[src/rtl/e603_irq_sched_pkg.sv]
// Shared types and constants for the E603 subsystem interrupt scheduler.
// E603_IRQ_SCHED_RR_EN selects round-robin arbitration (fixed priority otherwise).
package e603_irq_sched_pkg;

  localparam int SRC_NUM = 9;
  localparam int ID_W    = 4;

  typedef enum logic [1:0] {
    IDLE   = 2'd0,
    OFFER  = 2'd1,
    ACTIVE = 2'd2
  } state_t;

  localparam logic [1:0] SEL_EN   = 2'd0;
  localparam logic [1:0] SEL_MODE = 2'd1;
  localparam logic [1:0] SEL_PCLR = 2'd2;
  localparam logic [1:0] SEL_PEND = 2'd3;

  function automatic logic [SRC_NUM-1:0] id_onehot(input logic [ID_W-1:0] id);
    return SRC_NUM'(1) << id;
  endfunction

endpackage

[src/rtl/e603_irq_sched_arb.sv]
// Combinational winner picker over the eligible (pending & enabled) vector.
// E603_IRQ_SCHED_RR_EN: round-robin from rr_ptr; otherwise lowest ID wins.
module e603_irq_sched_arb
  import e603_irq_sched_pkg::*;
(
`ifdef E603_IRQ_SCHED_RR_EN
  input  logic [ID_W-1:0]    rr_ptr,
`endif
  input  logic [SRC_NUM-1:0] eligible,
  output logic               any,
  output logic [ID_W-1:0]    winner
);

  assign any = |eligible;

`ifdef E603_IRQ_SCHED_RR_EN
  logic [ID_W:0]   sum;
  logic [ID_W-1:0] idx;
  logic            found;

  // Walk SRC_NUM slots starting at rr_ptr, wrapping past SRC_NUM-1 back to 0.
  always_comb begin
    winner = '0;
    found  = 1'b0;
    sum    = '0;
    idx    = '0;
    for (int k = 0; k < SRC_NUM; k++) begin
      sum = {1'b0, rr_ptr} + (ID_W+1)'(k);
      if (sum >= (ID_W+1)'(SRC_NUM)) sum = sum - (ID_W+1)'(SRC_NUM);
      idx = ID_W'(sum);
      if (!found && eligible[idx]) begin
        winner = idx;
        found  = 1'b1;
      end
    end
  end
`else
  always_comb begin
    winner = '0;
    for (int i = SRC_NUM - 1; i >= 0; i--) begin
      if (eligible[i]) winner = ID_W'(i);
    end
  end
`endif

endmodule

[src/rtl/e603_subsys_irq_sched.sv]
// E603 subsystem interrupt scheduler: pending latch, one-in-flight offer/claim/complete.
// E603_IRQ_SCHED_RR_EN compiles in round-robin arbitration with rr_ptr.
module e603_subsys_irq_sched
  import e603_irq_sched_pkg::*;
(
  input  logic               clk,
  input  logic               rst,
  input  logic [SRC_NUM-1:0] src_irq,
  input  logic               cfg_wr,
  input  logic [1:0]         cfg_sel,
  input  logic [SRC_NUM-1:0] cfg_wdata,
  output logic [SRC_NUM-1:0] cfg_rdata,
  output logic               irq_valid,
  output logic [ID_W-1:0]    irq_id,
  input  logic               irq_ready,
  input  logic               cmpl_valid,
  input  logic [ID_W-1:0]    cmpl_id,
  output logic               busy,
  output logic               cmpl_err,
  output logic [1:0]         state_dbg
);

  // Handshake: an offer (irq_valid, irq_id) is held stable until the cycle
  // irq_valid & irq_ready are both high; that cycle is the claim. irq_ready
  // outside an offer is ignored.

  logic [SRC_NUM-1:0] en, mode, pend, src_q;
  logic [SRC_NUM-1:0] rise, clr, pend_d;
  state_t             state, state_d;
  logic [ID_W-1:0]    cur_id, cur_id_d;
  logic               claim, arb_any;
  logic [ID_W-1:0]    arb_winner;

  assign rise  = src_irq & ~src_q;
  assign claim = (state == OFFER) && irq_ready;
  assign clr   = ((cfg_wr && (cfg_sel == SEL_PCLR)) ? cfg_wdata : '0) |
                 (claim ? id_onehot(cur_id) : '0);
  // Edge: a new rise wins over a same-cycle clear. Level: mirror the line.
  assign pend_d = (mode & (rise | (pend & ~clr))) | (~mode & src_irq);

`ifdef E603_IRQ_SCHED_RR_EN
  logic [ID_W-1:0] rr_ptr;

  always_ff @(posedge clk) begin
    if (rst) begin
      rr_ptr <= '0;
    end else if (claim) begin
      rr_ptr <= (cur_id == ID_W'(SRC_NUM - 1)) ? '0 : cur_id + 1'b1;
    end
  end

  e603_irq_sched_arb u_arb (
    .rr_ptr   (rr_ptr),
    .eligible (pend & en),
    .any      (arb_any),
    .winner   (arb_winner)
  );
`else
  e603_irq_sched_arb u_arb (
    .eligible (pend & en),
    .any      (arb_any),
    .winner   (arb_winner)
  );
`endif

  always_ff @(posedge clk) begin
    if (rst) begin
      en       <= '0;
      mode     <= '0;
      pend     <= '0;
      src_q    <= '0;
      state    <= IDLE;
      cur_id   <= '0;
      cmpl_err <= 1'b0;
    end else begin
      src_q  <= src_irq;
      pend   <= pend_d;
      state  <= state_d;
      cur_id <= cur_id_d;
      if (cfg_wr && (cfg_sel == SEL_EN))   en   <= cfg_wdata;
      if (cfg_wr && (cfg_sel == SEL_MODE)) mode <= cfg_wdata;
      cmpl_err <= cmpl_valid && !((state == ACTIVE) && (cmpl_id == cur_id));
    end
  end

  always_comb begin
    state_d  = state;
    cur_id_d = cur_id;
    case (state)
      IDLE: begin
        if (arb_any) begin
          cur_id_d = arb_winner;
          state_d  = OFFER;
        end
      end
      OFFER:   if (irq_ready) state_d = ACTIVE;
      ACTIVE:  if (cmpl_valid && (cmpl_id == cur_id)) state_d = IDLE;
      default: state_d = IDLE;
    endcase
  end

  always_comb begin
    cfg_rdata = '0;
    case (cfg_sel)
      SEL_EN:   cfg_rdata = en;
      SEL_MODE: cfg_rdata = mode;
      SEL_PEND: cfg_rdata = pend;
      default:  cfg_rdata = '0;
    endcase
  end

  assign irq_valid = (state == OFFER);
  assign irq_id    = cur_id;
  assign busy      = (state == ACTIVE);
  assign state_dbg = state;

endmodule

[config.mk]
export PLATFORM = sky130hd
export DESIGN_NAME = e603_subsys_irq_sched
export DESIGN_NICKNAME = d
export VERILOG_FILES = /design/src/rtl/e603_irq_sched_pkg.sv /design/src/rtl/e603_irq_sched_arb.sv /design/src/rtl/e603_subsys_irq_sched.sv
export SDC_FILE = /design/constraint.sdc
export NUM_CORES = 1
export LEC_CHECK = 0
export ABC_AREA = 1
export CAP_MARGIN = 30
export CORE_MARGIN = 3
export CORE_UTILIZATION = 50
export DETAILED_ROUTE_END_ITERATION = 8
export DONT_BUFFER_PORTS = 1
export MAX_ROUTING_LAYER = met4
export PLACE_DENSITY = 0.71
export SYNTH_ARGS = -nofsm -noshare
export SYNTH_HDL_FRONTEND = slang
export SYNTH_HIERARCHICAL = 1
export SYNTH_SLANG_ARGS = --single-unit
[constraint.sdc]
create_clock -name clk -period 2 [get_ports clk]
set_input_delay 0.2 -clock clk [delete_from_list [all_inputs] [get_ports clk]]
set_output_delay 0.2 -clock clk [all_outputs]
set_load 0.05 [all_outputs]
After elaboration in Yosys (flattened, before gate mapping) --
Cells that the tools add are included.
Word-level totals: input port bits 29, output and inout port bits 18, word-level logic and storage cells 57, register bits 43
Operators by class: equality and inequality tests 9, bitwise logic cells 11, reductions and logical operators 13, mux-type cells 16, shift operators 1
Operators with widths (number):
- $and 9x9->9 | 5
- $mux 4 | 9
- $not 9->9 | 3
- $or 9x9->9 | 3
- $pmux 9 s3 | 1
- $mux 9 | 2
- $reduce_or 9->1 | 1
- $shl 1x4->9 const A | 1
- $logic_and 1x1->1 | 7
- $eq 2x2->1 const B | 3
- $mux 2 | 3
- $pmux 2 s3 | 1
- $eq 2x1->1 const B | 2
- $eq 4x4->1 | 1
- $logic_not 2->1 | 2
- $ne 2x1->1 const B | 2
- $reduce_and 3->1 | 1
- $ne 2x2->1 const B | 1
- $reduce_and 2->1 | 1
- $logic_not 1->1 | 1

Depth between registers and ports, before layout --
Gate-level depths: netlist of the first run.
depth after elaboration 10, depth in mapped cells 11, mapped depth without buffers 11

Modules after synthesis --
The synthesis of the first run kept the hierarchy.
By module, submodules not included:
- e603_subsys_irq_sched | area each 1980.6 µm², instances 1, cells each 298, sequential area each 860.8 µm²
- e603_irq_sched_arb | area each 126.4 µm², instances 1, cells each 25, sequential area each 0.0 µm²

Worst setup path before layout of the first run --
OpenSTA, ideal clock, no wires.
path kind flip-flop to flip-flop, from register state[1], in the netlist state_dbg[1], to register cmpl_err, stages on the path, launching flop included 6, library setup time 110 ps, buffers on the path 0, data required time 1890 ps, setup slack 129 ps, arrival 1760 ps, clock period less this slack 1871 ps, cells stage by stage dfxtp_1 -> inv_1 -> nor2_1 -> nand3_1 -> nand3_1 -> inv_1
Between the ends: word-level cells in the longest chain between the ends 4
Ends and longest elaborated chain:
- start: declaration | line e603_subsys_irq_sched.sv:29 | state_t state, state_d;
- start signal: assignment | line e603_subsys_irq_sched.sv:78 | state <= state_d;
- $eq 2x2->1
- net busy | line e603_subsys_irq_sched.sv:18 | output logic busy,
- $logic_and 1x1->1 | line e603_subsys_irq_sched.sv:82 | cmpl_err <= cmpl_valid && !((state == ACTIVE) && (cmpl_id == cur_id));
- $logic_not 1->1 | line e603_subsys_irq_sched.sv:82
- $logic_and 1x1->1 | line e603_subsys_irq_sched.sv:82
- end signal: assignment | line e603_subsys_irq_sched.sv:82
- end: declaration | line e603_subsys_irq_sched.sv:19 | output logic cmpl_err,
The timed path passes the listed nets, and every way through them passes these cells. A chain may end at the register's enable or synchronous reset.

Worst setup path after layout of the first run --
from register pend[7], to register cur_id[3], in the netlist irq_id[3]
Between the ends: elaborated cells between the ends (all ways) 11, those cells by class mux: 8; bitwise: 1; reduce/logical: 2
RTL lines:
- start: declaration | line e603_subsys_irq_sched.sv:27 | logic [SRC_NUM-1:0] en, mode, pend, src_q;
- start signal: assignment | line e603_subsys_irq_sched.sv:77 | pend <= pend_d;
- $and 9x9->9 | line e603_subsys_irq_sched.sv:60 | .eligible (pend & en),
- $reduce_or 9->1 | line e603_irq_sched_arb.sv:14 | assign any = |eligible;
- net arb_any | line e603_subsys_irq_sched.sv:31 | logic claim, arb_any;
- $reduce_and 2->1 (no line)
- end signal: assignment | line e603_subsys_irq_sched.sv:79 | cur_id <= cur_id_d;
- end: declaration | line e603_subsys_irq_sched.sv:30 | logic [ID_W-1:0] cur_id, cur_id_d;
The timed path passes the listed nets, and every way through them passes these cells.

==> flow_summary.toml, run 1 <==
[timing]
skew_ns = 0.00560
fmax_mhz = 658
rsz0062_at_grt = "false"
hold_violations = 0
tightest_slew_ns = 0.867
fin_ws_ns = 0.479
slew_headroom_pct = 42.0
fin_setup_tns_ns = 0
slew_violations = 0
fin_crit_ns = 1.52
finalSetupViolCount = 0
post-route-period-util_pct = 76.0

[logic_synthesis]
synth_edf_count = 0
synth_nets = 352
async_flop_share_pct = 0
postSynthAreaPerCell_um2 = 6.52
yosysMostFrequentCell = "nand2_1"
ys.flop_type = "dfxtp_1"
synth-seq-cells = 43
synthesis.area_um2 = 2110
yosys-top-cells-area = "dfxtp_1 41%, nand2_1 19%, inv_1 6.6%"
synthCells = 323
synth_commonest_cells = "104 x nand2_1, 43 x dfxtp_1, 37 x inv_1"
yosys_warnings = 6
synthDistinctLibCells = 26
synth-seq-area-share_pct = 40.9
yosys.area.top_type = "dfxtp_1"
synth.top_cell.area_share_pct = 40.9

[pwr]
p_sw_share_pct = 29.2
total_power_w = 0.00197
p_per_area_nw_per_um2 = 850
ir_drop_mv = 0.560
p_seq_share_pct = 47.7
p_int_w = 0.00139
p_leak_nw = 1.08
clockPowerShare_pct = 35.6
power_frac_comb_pct = 16.7
p_sw_w = 0.000574

[placed_design]
post_dp_cell_area_um2 = 2190
portBuffers = 0
pre_cts_ws_ns = 0.518
gp_congestion = 0.803
dpl.hpwl_mm = 3.57

[global_routing]
grt_pass1_wl_mm = 8.38
antenna_found_initial = 0
grt_pass1_vias = 1802
grt-ovfl-total = 0
grt_max_degree = 22
track_usage_pct = 21.9

[layout]
area_growth_pct = 9.98
drive_gt1_share_pct = 10.5
finalCoreUtilization_pct = 60.1
finalInstanceArea_um2 = 2320
fin_nets = 362
antenna_cells = 0

[worst_setup_path]
cp.arrival_ns = 1.76
crit_path_max_fanout = 9
regToRegSetupSlack_ns = 0.48
required_ns = 2.24
reg2regPathDepth = 10
cp-endpoint = "irq_id[3]"
worst-setup-path-type = "reg -> reg"
reg2reg_from = "pend[7]"
r2r-end = "irq_id[3]"
max_stage_delay_ns = 0.33
path_depth = 10
cp.buffers_inverters = 1
cp_common_cell = "nand2_1"
cp_top_family = "simple AND/OR/NAND/NOR gates"
critPathCaptureType = "flip-flop"
critPathSlowestCell = "dfxtp_1"
cp_cell_sequence = "nand2_1 -> inv_1 -> or2_4 -> nor2_4 -> nand2_2 -> nor2_2 -> nand2_1 -> nand2_1 -> o21ai_0 -> a21oi_1"
startpoint = "pend[7]"
crit_path_start_kind = "flip-flop"

[routing]
vias = 1983
via_per_inst = 5.19
dr.pass1.iters = 5
wire_per_inst_um = 13.4
drtIter0Drc = 103
drt-total-wl_mm = 5.12
drc = 0
ant_nets = 0

[cts]
cts_setup_buffers = 0
cts.path.max_buffers = 2
cts_hold_buf = 1
root_buffer = "clkbuf_8"
htreeDepth = 2
cts_resized = 0
cts_tree = "yes"
cts_sinks = 43
clk_pin_slew_ns = 0.08
clock_latency_ns = 0.30
cts_made_buffers = 5

[status]
outcome = "finished, final reports clean"

[floorplanning]
die_h_um = 70.9
die_w_um = 70.9
rows = 22
die_area_um2 = 5030
core_um2 = 3850
top_level_ports = 47
start_util_pct = 54.7

[run]
maxCapViolations = 0

[hold_path]
hold_path_class = "in -> reg"
registers in the layout, summed over array words and instances, names as in the netlist:
name and flops:
en 9, src_q 9, cmpl_err 1, pend 9, mode 9, state_dbg 2
irq_id 4
how the worst min path moves through the flow:
stage / slack [ns] / depth (start not counted) / to / startpoint
finish: 0.003 / 2 / src_q[6] / src_irq[6]
CTS: 0.0006 / 2 / src_q[8] / src_irq[8]
detailed placement: 0.27 / 1 / mode[7] / rst
floorplan: 0.32 / 2 / src_q[0] / src_irq[0]
global placement: 0.27 / 1 / mode[7] / rst
global route: 0.003 / 2 / src_q[6] / src_irq[6]
area by class of cell:
cell class / instances / area [µm²]
fill: 378 / 1540
multi-input combinational: 229 / 1040
sequential: 43 / 861
inverter: 45 / 169
clock buffer: 6 / 82.6
timing repair buffer: 9 / 70.1
tap: 48 / 60.1
clock inverter: 2 / 35.0
cell families (layout without fill, tap and decap cells):
logic type,after synthesis,in the layout,synth area share [%]
buffers and inverters,51,62,9.80
and+or+nand+nor,191,191,40.1
DFF,43,43,40.9
AOI/OAI and AO/OA,38,38,9.26
stage by stage:
stage | std cells | hold WS, ns
4_1_cts | 382 | 0.000628
3_5_place_dp | 373 | 0.269
3_3_place_gp | 373 | 0.269
5_1_grt | 382 | 0.00280
2_1_floorplan | 323 | 0.319
6_report | 382 | 0.00255
metal layers:
| layer | GRT usage, % | part of all wire [%] | routed length, µm | vias up |
|---|---|---|---|---|
| met2 | 33.7 | 44 | 2280 | 56 |
| li1 | - | - | - | 1037 |
| met5 | - | 0 | 0 | - |
| met1 | 27.2 | 47 | 2390 | 879 |
| met3 | 7.24 | 6.8 | 349 | 11 |
| met4 | 7.10 | 1.9 | 98 | 0 |
power groups by stage:
stage          clock [W]  combinational (W)  sequential [W]
3_3_place_gp           0           0.000315        0.000958
2_1_floorplan          0           0.000209         0.00101
4_1_cts         0.000711           0.000329        0.000939
3_5_place_dp           0           0.000320        0.000959
5_1_grt         0.000750           0.000365        0.000945
6_report        0.000701           0.000328        0.000940
worst reg2reg max path, cell delays in order, from the launching register on:
cell     delay (ns)
dfxtp_1        0.33
nand2_1        0.07
inv_1          0.05
or2_4          0.26
nor2_4         0.10
nand2_2        0.08
nor2_2         0.08
nand2_1        0.06
nand2_1        0.21
o21ai_0        0.11
a21oi_1        0.12
placed cells by master (no fill, tap or decap):
cell type        n
nor2_1          36
o21ai_0         16
clkinv_1         1
nand2_1        104
o21ai_1          4
or2_4            1
nor3_1           2
nand3_2          1
nand3_1         26
bufinv_16        1
nand2_2          2
a21oi_2          1
nand4_1         10
nand2_4          1
inv_2            7
nor4_1           2
nor2_2           1
inv_1           37
nor3_2           1
nor2_4           4
a21oi_1         16
buf_4            8
dfxtp_1         43
clkbuf_8         6
clkinv_2         1
dlygate4sd3_1    1
a31oi_1          1
Power figures use the tool's default switching activity.
==> inputs of run 2 (changes only) <==
PLACE_DENSITY = 0.74   (was 0.71)
clock period = 1.32 ns   (was 2 ns; I/O delays follow)
==> run 2 against run 1 <==
Against the previous run:
- the run now ends with negative setup slack left
- die area unchanged
- first-iteration DRC count increased by 36%
- clock-buffer cell count stayed put
- maximum frequency up 7.3%
- routed wire length is 8.4% higher
- global-route usage increased by 1.9 points
- power increased by 51%
- sequential power is 54% higher
- sequential share of layout area fell by 5.8 points
- final cell count up 13%
==> flow_summary.toml, run 2 (synthesis results as in run 1) <==
[global_routing]
grt_max_degree = 20
antenna_found_initial = 0
grt_pass1_vias = 2098
track_usage_pct = 23.8
grt_pass1_wl_mm = 9.34
grt-ovfl-total = 0

[worst_setup_path]
reg2regPathDepth = 10
cp.arrival_ns = 1.64
worst-setup-path-type = "reg -> reg"
regToRegSetupSlack_ns = -0.1
critPathCaptureType = "flip-flop"
crit_path_start_kind = "flip-flop"
r2r-end = "irq_id[0]"
crit_path_max_fanout = 8
required_ns = 1.54
reg2reg_from = "pend[7]"

[routing]
wire_per_inst_um = 12.9
drt-total-wl_mm = 5.55
vias = 2208
via_per_inst = 5.13
dr.pass1.iters = 4
drtIter0Drc = 140
drc = 0
ant_nets = 0

[placed_design]
portBuffers = 0
dp_cells = 394
dpl.hpwl_mm = 3.73
gp_congestion = 0.813

[pwr]
p_sw_w = 0.000930
power_frac_comb_pct = 21.0
p_leak_nw = 1.32
ir_drop_mv = 0.686
p_int_w = 0.00204
p_sw_share_pct = 31.3
clockPowerShare_pct = 30.3
p_seq_share_pct = 48.8
p_per_area_nw_per_um2 = 1070

[floorplanning]
start_util_pct = 54.7
die_w_um = 70.9
rows = 22
die_h_um = 70.9
die_area_um2 = 5030
top_level_ports = 47
core_um2 = 3850

[timing]
tightest_slew_ns = 0.479
finalSetupViolCount = 5
fin_setup_tns_ns = -0.282
post-route-period-util_pct = 107
fmax_mhz = 706
slew_violations = 0
hold_violations = 0
fin_crit_ns = 1.42
rsz0062_at_grt = "true"
skew_ns = 0.00745
fin_ws_ns = -0.0970
slew_headroom_pct = 68.0

[layout]
drive_gt1_share_pct = 20.7
instances_no_fill = 430
fin_nets = 410
layout_commonest_cell = "nand2_1"
final_cell_mix = "101 x nand2_1, 36 x inv_1, 35 x dfxtp_1, 34 x nor2_1, 31 x buf_4"
antenna_cells = 0
area_growth_pct = 31.7

[cts]
cts.path.max_buffers = 2
cts_made_buffers = 5
cts_sinks = 43
root_buffer = "clkbuf_8"
cts_tree = "yes"
htreeDepth = 2
clock_latency_ns = 0.30
clk_pin_slew_ns = 0.08

[status]
outcome = "finished, violations left"
violations = "negative setup slack"

[hold_path]
min_path_cells = 2
whs_endpoint = "en[3]"
worstHoldStart = "cfg_wdata[3]"
hold_path_class = "in -> reg"

[run]
maxCapViolations = 0
[run 2: cell types whose count changed in the layout (fill, tap and decap cells not counted), moves of 2 or more]
cell | before | now
nor2_1 | 36 | 34
dfxtp_1 | 43 | 35
buf_6 | 0 | 3
dfxtp_2 | 0 | 8
buf_4 | 8 | 31
o21ai_1 | 4 | 6
nor3_1 | 2 | 0
dlygate4sd3_1 | 1 | 23
nand2_1 | 104 | 101
o21ai_0 | 16 | 13
nand2_2 | 2 | 4
nor3_2 | 1 | 3
[run 2: how the worst max path moves through the flow]
stage / startpoint / end / depth (start not counted)
3_3_place_gp: pend[7] / irq_id[1] / 10
4_1_cts: en[7] / irq_id[2] / 10
5_1_grt: pend[7] / irq_id[0] / 10
3_5_place_dp: pend[7] / irq_id[2] / 10
6_report: pend[7] / irq_id[0] / 10
2_1_floorplan: pend[7] / irq_id[0] / 10
[run 2: routing by layer]
layer | GRT usage, % | part of all wire [%] | up-vias | wire length (µm)
li1 | - | - | 1136 | -
met1 | 29.8 | 43 | 995 | 2390
met2 | 39.2 | 47 | 72 | 2630
met3 | 4.26 | 8.6 | 5 | 476
met4 | 7.10 | 0.87 | 0 | 48
met5 | - | 0 | - | 0
[run 2: worst max-delay path, cell delays in order, from the launching register on]
cell	delay, ns
dfxtp_2	0.33
nand2_2	0.07
inv_2	0.03
or2_4	0.25
nor2_4	0.09
nand2_2	0.06
nor2_2	0.09
nand2_2	0.08
nand2_4	0.11
o21ai_0	0.09
a21oi_1	0.14
[run 2: power by group through the flow]
| stage | Sequential (W) | Clock [W] | Combinational [W] |
|---|---|---|---|
| finish | 0.00145 | 0.000898 | 0.000622 |
| global placement | 0.00147 | 0 | 0.000514 |
| CTS | 0.00144 | 0.000907 | 0.000599 |
| floorplan | 0.00154 | 0 | 0.000319 |
| global route | 0.00146 | 0.000966 | 0.000681 |
| detailed placement | 0.00147 | 0 | 0.000522 |
[run 2: area by class of cell]
| type | count | area, µm² |
|---|---|---|
| multi-input cells | 229 | 1080 |
| fillers | 342 | 1080 |
| inverters | 45 | 169 |
| clock buffers | 6 | 82.6 |
| clock inverters | 2 | 16.3 |
| flip-flops and latches | 43 | 871 |
| well taps | 48 | 60.1 |
| repair buffers | 57 | 497 |
[run 2: timing repair]
item	CTS	global route
buffers inserted	4	1
pin swaps	2	1
resized for setup	8	10
hold buffers	23	0
setup endpoints to repair	6	8
hold endpoints to repair	27	0
[run 2: stage by stage]
step	total power, W	setup slack (ns)	hold slack [ns]	area [µm²]	utilization (%)
after floorplan	0.00186	-0.00304	0.251	2120	-
after global placement	0.00198	-0.0664	0.198	2360	61.3
after detailed placement	0.00200	-0.181	0.201	2360	61.3
after CTS	0.00295	-0.0684	0.00246	2740	71.1
after global routing	0.00311	-0.157	0.0106	2780	72.0
final	0.00297	-0.0970	0.00330	2780	72.0
==> inputs of run 3 (changes only) <==
CTS_CLUSTER_DIAMETER = 40   (was default)
SYNTH_HIERARCHICAL = default   (was 1)
==> run 3 against run 2 <==
Against the previous run:
- the flow finishes with violations (negative hold slack)
- final area decreased by 12%
- clock skew fell by 0.0036 ns
- register-to-register slack better by 0.21 ns
- sequential share of layout area increased by 4.2 points
- synthesized cell count is 11% lower
- critical path depth fell by 7
- critical endpoint is now cfg_rdata[2]
- highest routed layer unchanged
==> flow_summary.toml, run 3 <==
[floorplanning]
top_level_ports = 47
start_util_pct = 53.5
die_area_um2 = 4870
die_h_um = 69.8
rows = 22
die_w_um = 69.8
core_um2 = 3800

[timing]
fin_hold_ws_ns = -0.000191
tightest_slew_ns = 0.678
fmax_mhz = 765
slew_headroom_pct = 54.8
finalSetupViolCount = 0
fin_crit_ns = 1.31
fin_ws_ns = 0.0122
skew_ns = 0.00382
slew_violations = 0
post-route-period-util_pct = 99.1
hold_violations = 1

[logic_synthesis]
synthesis.area_um2 = 2030
synth_commonest_cells = "69 x nand2_1, 43 x dfxtp_1, 42 x nor2_1"
yosys.area.top_type = "dfxtp_1"
async_flop_share_pct = 0
synthDistinctLibCells = 29
yosys_warnings = 0
postSynthAreaPerCell_um2 = 7.10
yosys-top-cells-area = "dfxtp_1 42%, nand2_1 13%, nor2_1 7.8%"
yosysMostFrequentCell = "nand2_1"
synth-seq-area-share_pct = 42.4
ys.flop_type = "dfxtp_1"
synth_edf_count = 0
synth_nets = 315
synthCells = 286
synth.top_cell.area_share_pct = 42.4
synth-seq-cells = 43

[routing]
via_per_inst = 5.23
drt-total-wl_mm = 5.07
drc = 0
ant_nets = 0
wire_per_inst_um = 13.9
dr.pass1.iters = 4
vias = 1909
drtIter0Drc = 129

[cts]
cts_tree = "yes"
clock_latency_ns = 0.29
clk_pin_slew_ns = 0.08
cts_sinks = 43
cts_made_buffers = 5
cts.path.max_buffers = 2
root_buffer = "clkbuf_8"
htreeDepth = 2

[placed_design]
pre_cts_ws_ns = 0.132
dpl.hpwl_mm = 3.49
gp_congestion = 0.890
portBuffers = 0

[worst_setup_path]
reg2regPathDepth = 6
r2r-end = "irq_id[1]"
crit_path_max_fanout = 3
worst-setup-path-type = "reg -> out"
reg2reg_from = "state_dbg[0]"
critPathCaptureType = "output port"
regToRegSetupSlack_ns = 0.11
startpoint = "mode[2]"
cp-endpoint = "cfg_rdata[2]"
crit_path_start_kind = "flip-flop"
cp.arrival_ns = 1.18
required_ns = 1.19

[status]
outcome = "finished, violations left"
violations = "negative hold slack"

[pwr]
total_power_w = 0.00298
p_leak_nw = 1.03
p_per_area_nw_per_um2 = 1220
ir_drop_mv = 0.660

[global_routing]
track_usage_pct = 21.6
grt_pass1_vias = 1790
grt_max_degree = 28
antenna_found_initial = 0
grt_pass1_wl_mm = 8.19
grt-ovfl-total = 0

[layout]
drive_gt1_share_pct = 19.9
final_cell_mix = "69 x nand2_1, 41 x nor2_1, 37 x dfxtp_1, 26 x inv_1, 17 x o21ai_0"
area_growth_pct = 20.4
antenna_cells = 0
layout_commonest_cell = "nand2_1"
fin_nets = 346

[hold_path]
hold_path_class = "in -> reg"

[run]
maxCapViolations = 0
[run 3: cell types whose count changed in the layout (fill, tap and decap cells not counted), sizes merged, moves of 4 or more]
cell | before | now
nand2 | 107 | 81
o21ai | 20 | 26
a21oi | 17 | 13
dlygate4sd3 | 23 | 12
buf | 34 | 17
xor2 | 0 | 4
nand3 | 27 | 7
nor2 | 41 | 48
inv | 44 | 30
o211ai | 0 | 11
[run 3: area by class of cell]
cell class	instances	area, µm²
fill	339	1350
multi-input combinational	203	1020
sequential	43	871
timing repair buffer	30	264
inverter	34	131
clock buffer	6	72.6
tap	48	60.1
clock inverter	1	30.0
[run 3: routing by layer]
metal	global-route usage, %	vias up	part of all wire, %
li1	-	974	-
met1	27.4	861	46
met2	33.3	65	45
met3	4.35	9	7.7
met4	9.79	0	1.8
met5	-	-	0
[run 3: cells by family after synthesis]
family	after synthesis	share of synthesized area, %
compound gates	52	15.5
simple gates	147	32.0
flops	43	42.4
buf+inv	40	8.50
xor+xnor	4	1.72
[run 3: where the power goes]
part	total [W]	internal [W]	switching [W]	leakage [nW]
registers	0.00145	0.00138	0.0000732	0.357
clock network	0.000989	0.000555	0.000434	0.0513
logic	0.000535	0.000177	0.000358	0.624
[run 3: metrics by stage]
| step | utilization (%) | hold WS [ns] | cells | TNS, ns | cell area [µm²] |
|---|---|---|---|---|---|
| final | 64.4 | -0.000191 | 365 | 0 | 2450 |
| after global routing | 64.4 | 0.00410 | 365 | -0.0235 | 2450 |
| after CTS | 64.2 | 0.00122 | 365 | 0 | 2440 |
| after detailed placement | 58.0 | 0.200 | 345 | 0 | 2200 |
| after global placement | 58.0 | 0.200 | 345 | 0 | 2200 |
| after floorplan | - | 0.251 | 286 | -0.567 | 2060 |
[run 3: worst min-delay path by stage]
| stage | endpoint | slack [ns] | start | cells after the start |
|---|---|---|---|---|
| floorplan | src_q[0] | 0.25 | src_irq[0] | 2 |
| global placement | irq_id[2] | 0.20 | rst | 1 |
| detailed placement | state_dbg[0] | 0.20 | rst | 1 |
| CTS | en[4] | 0.001 | cfg_wdata[4] | 2 |
| global route | mode[8] | 0.004 | cfg_wdata[8] | 2 |
| finish | mode[8] | -0.0002 | cfg_wdata[8] | 2 |
[run 3: what timing repair did]
action / in CTS / in global routing
gates cloned: 0 / 0
pin swaps: 0 / 4
endpoints found under the setup margin: 1 / 9
setup buffers: 0 / 0
hold buffers: 13 / 0
gates resized for setup: 1 / 5
hold endpoints to repair: 15 / 0
[run 3: worst max-delay path: stages, from the launching register on]
cell      delay (ns)
dfxtp_2         0.35
inv_1           0.06
o211ai_1        0.23
buf_4           0.24
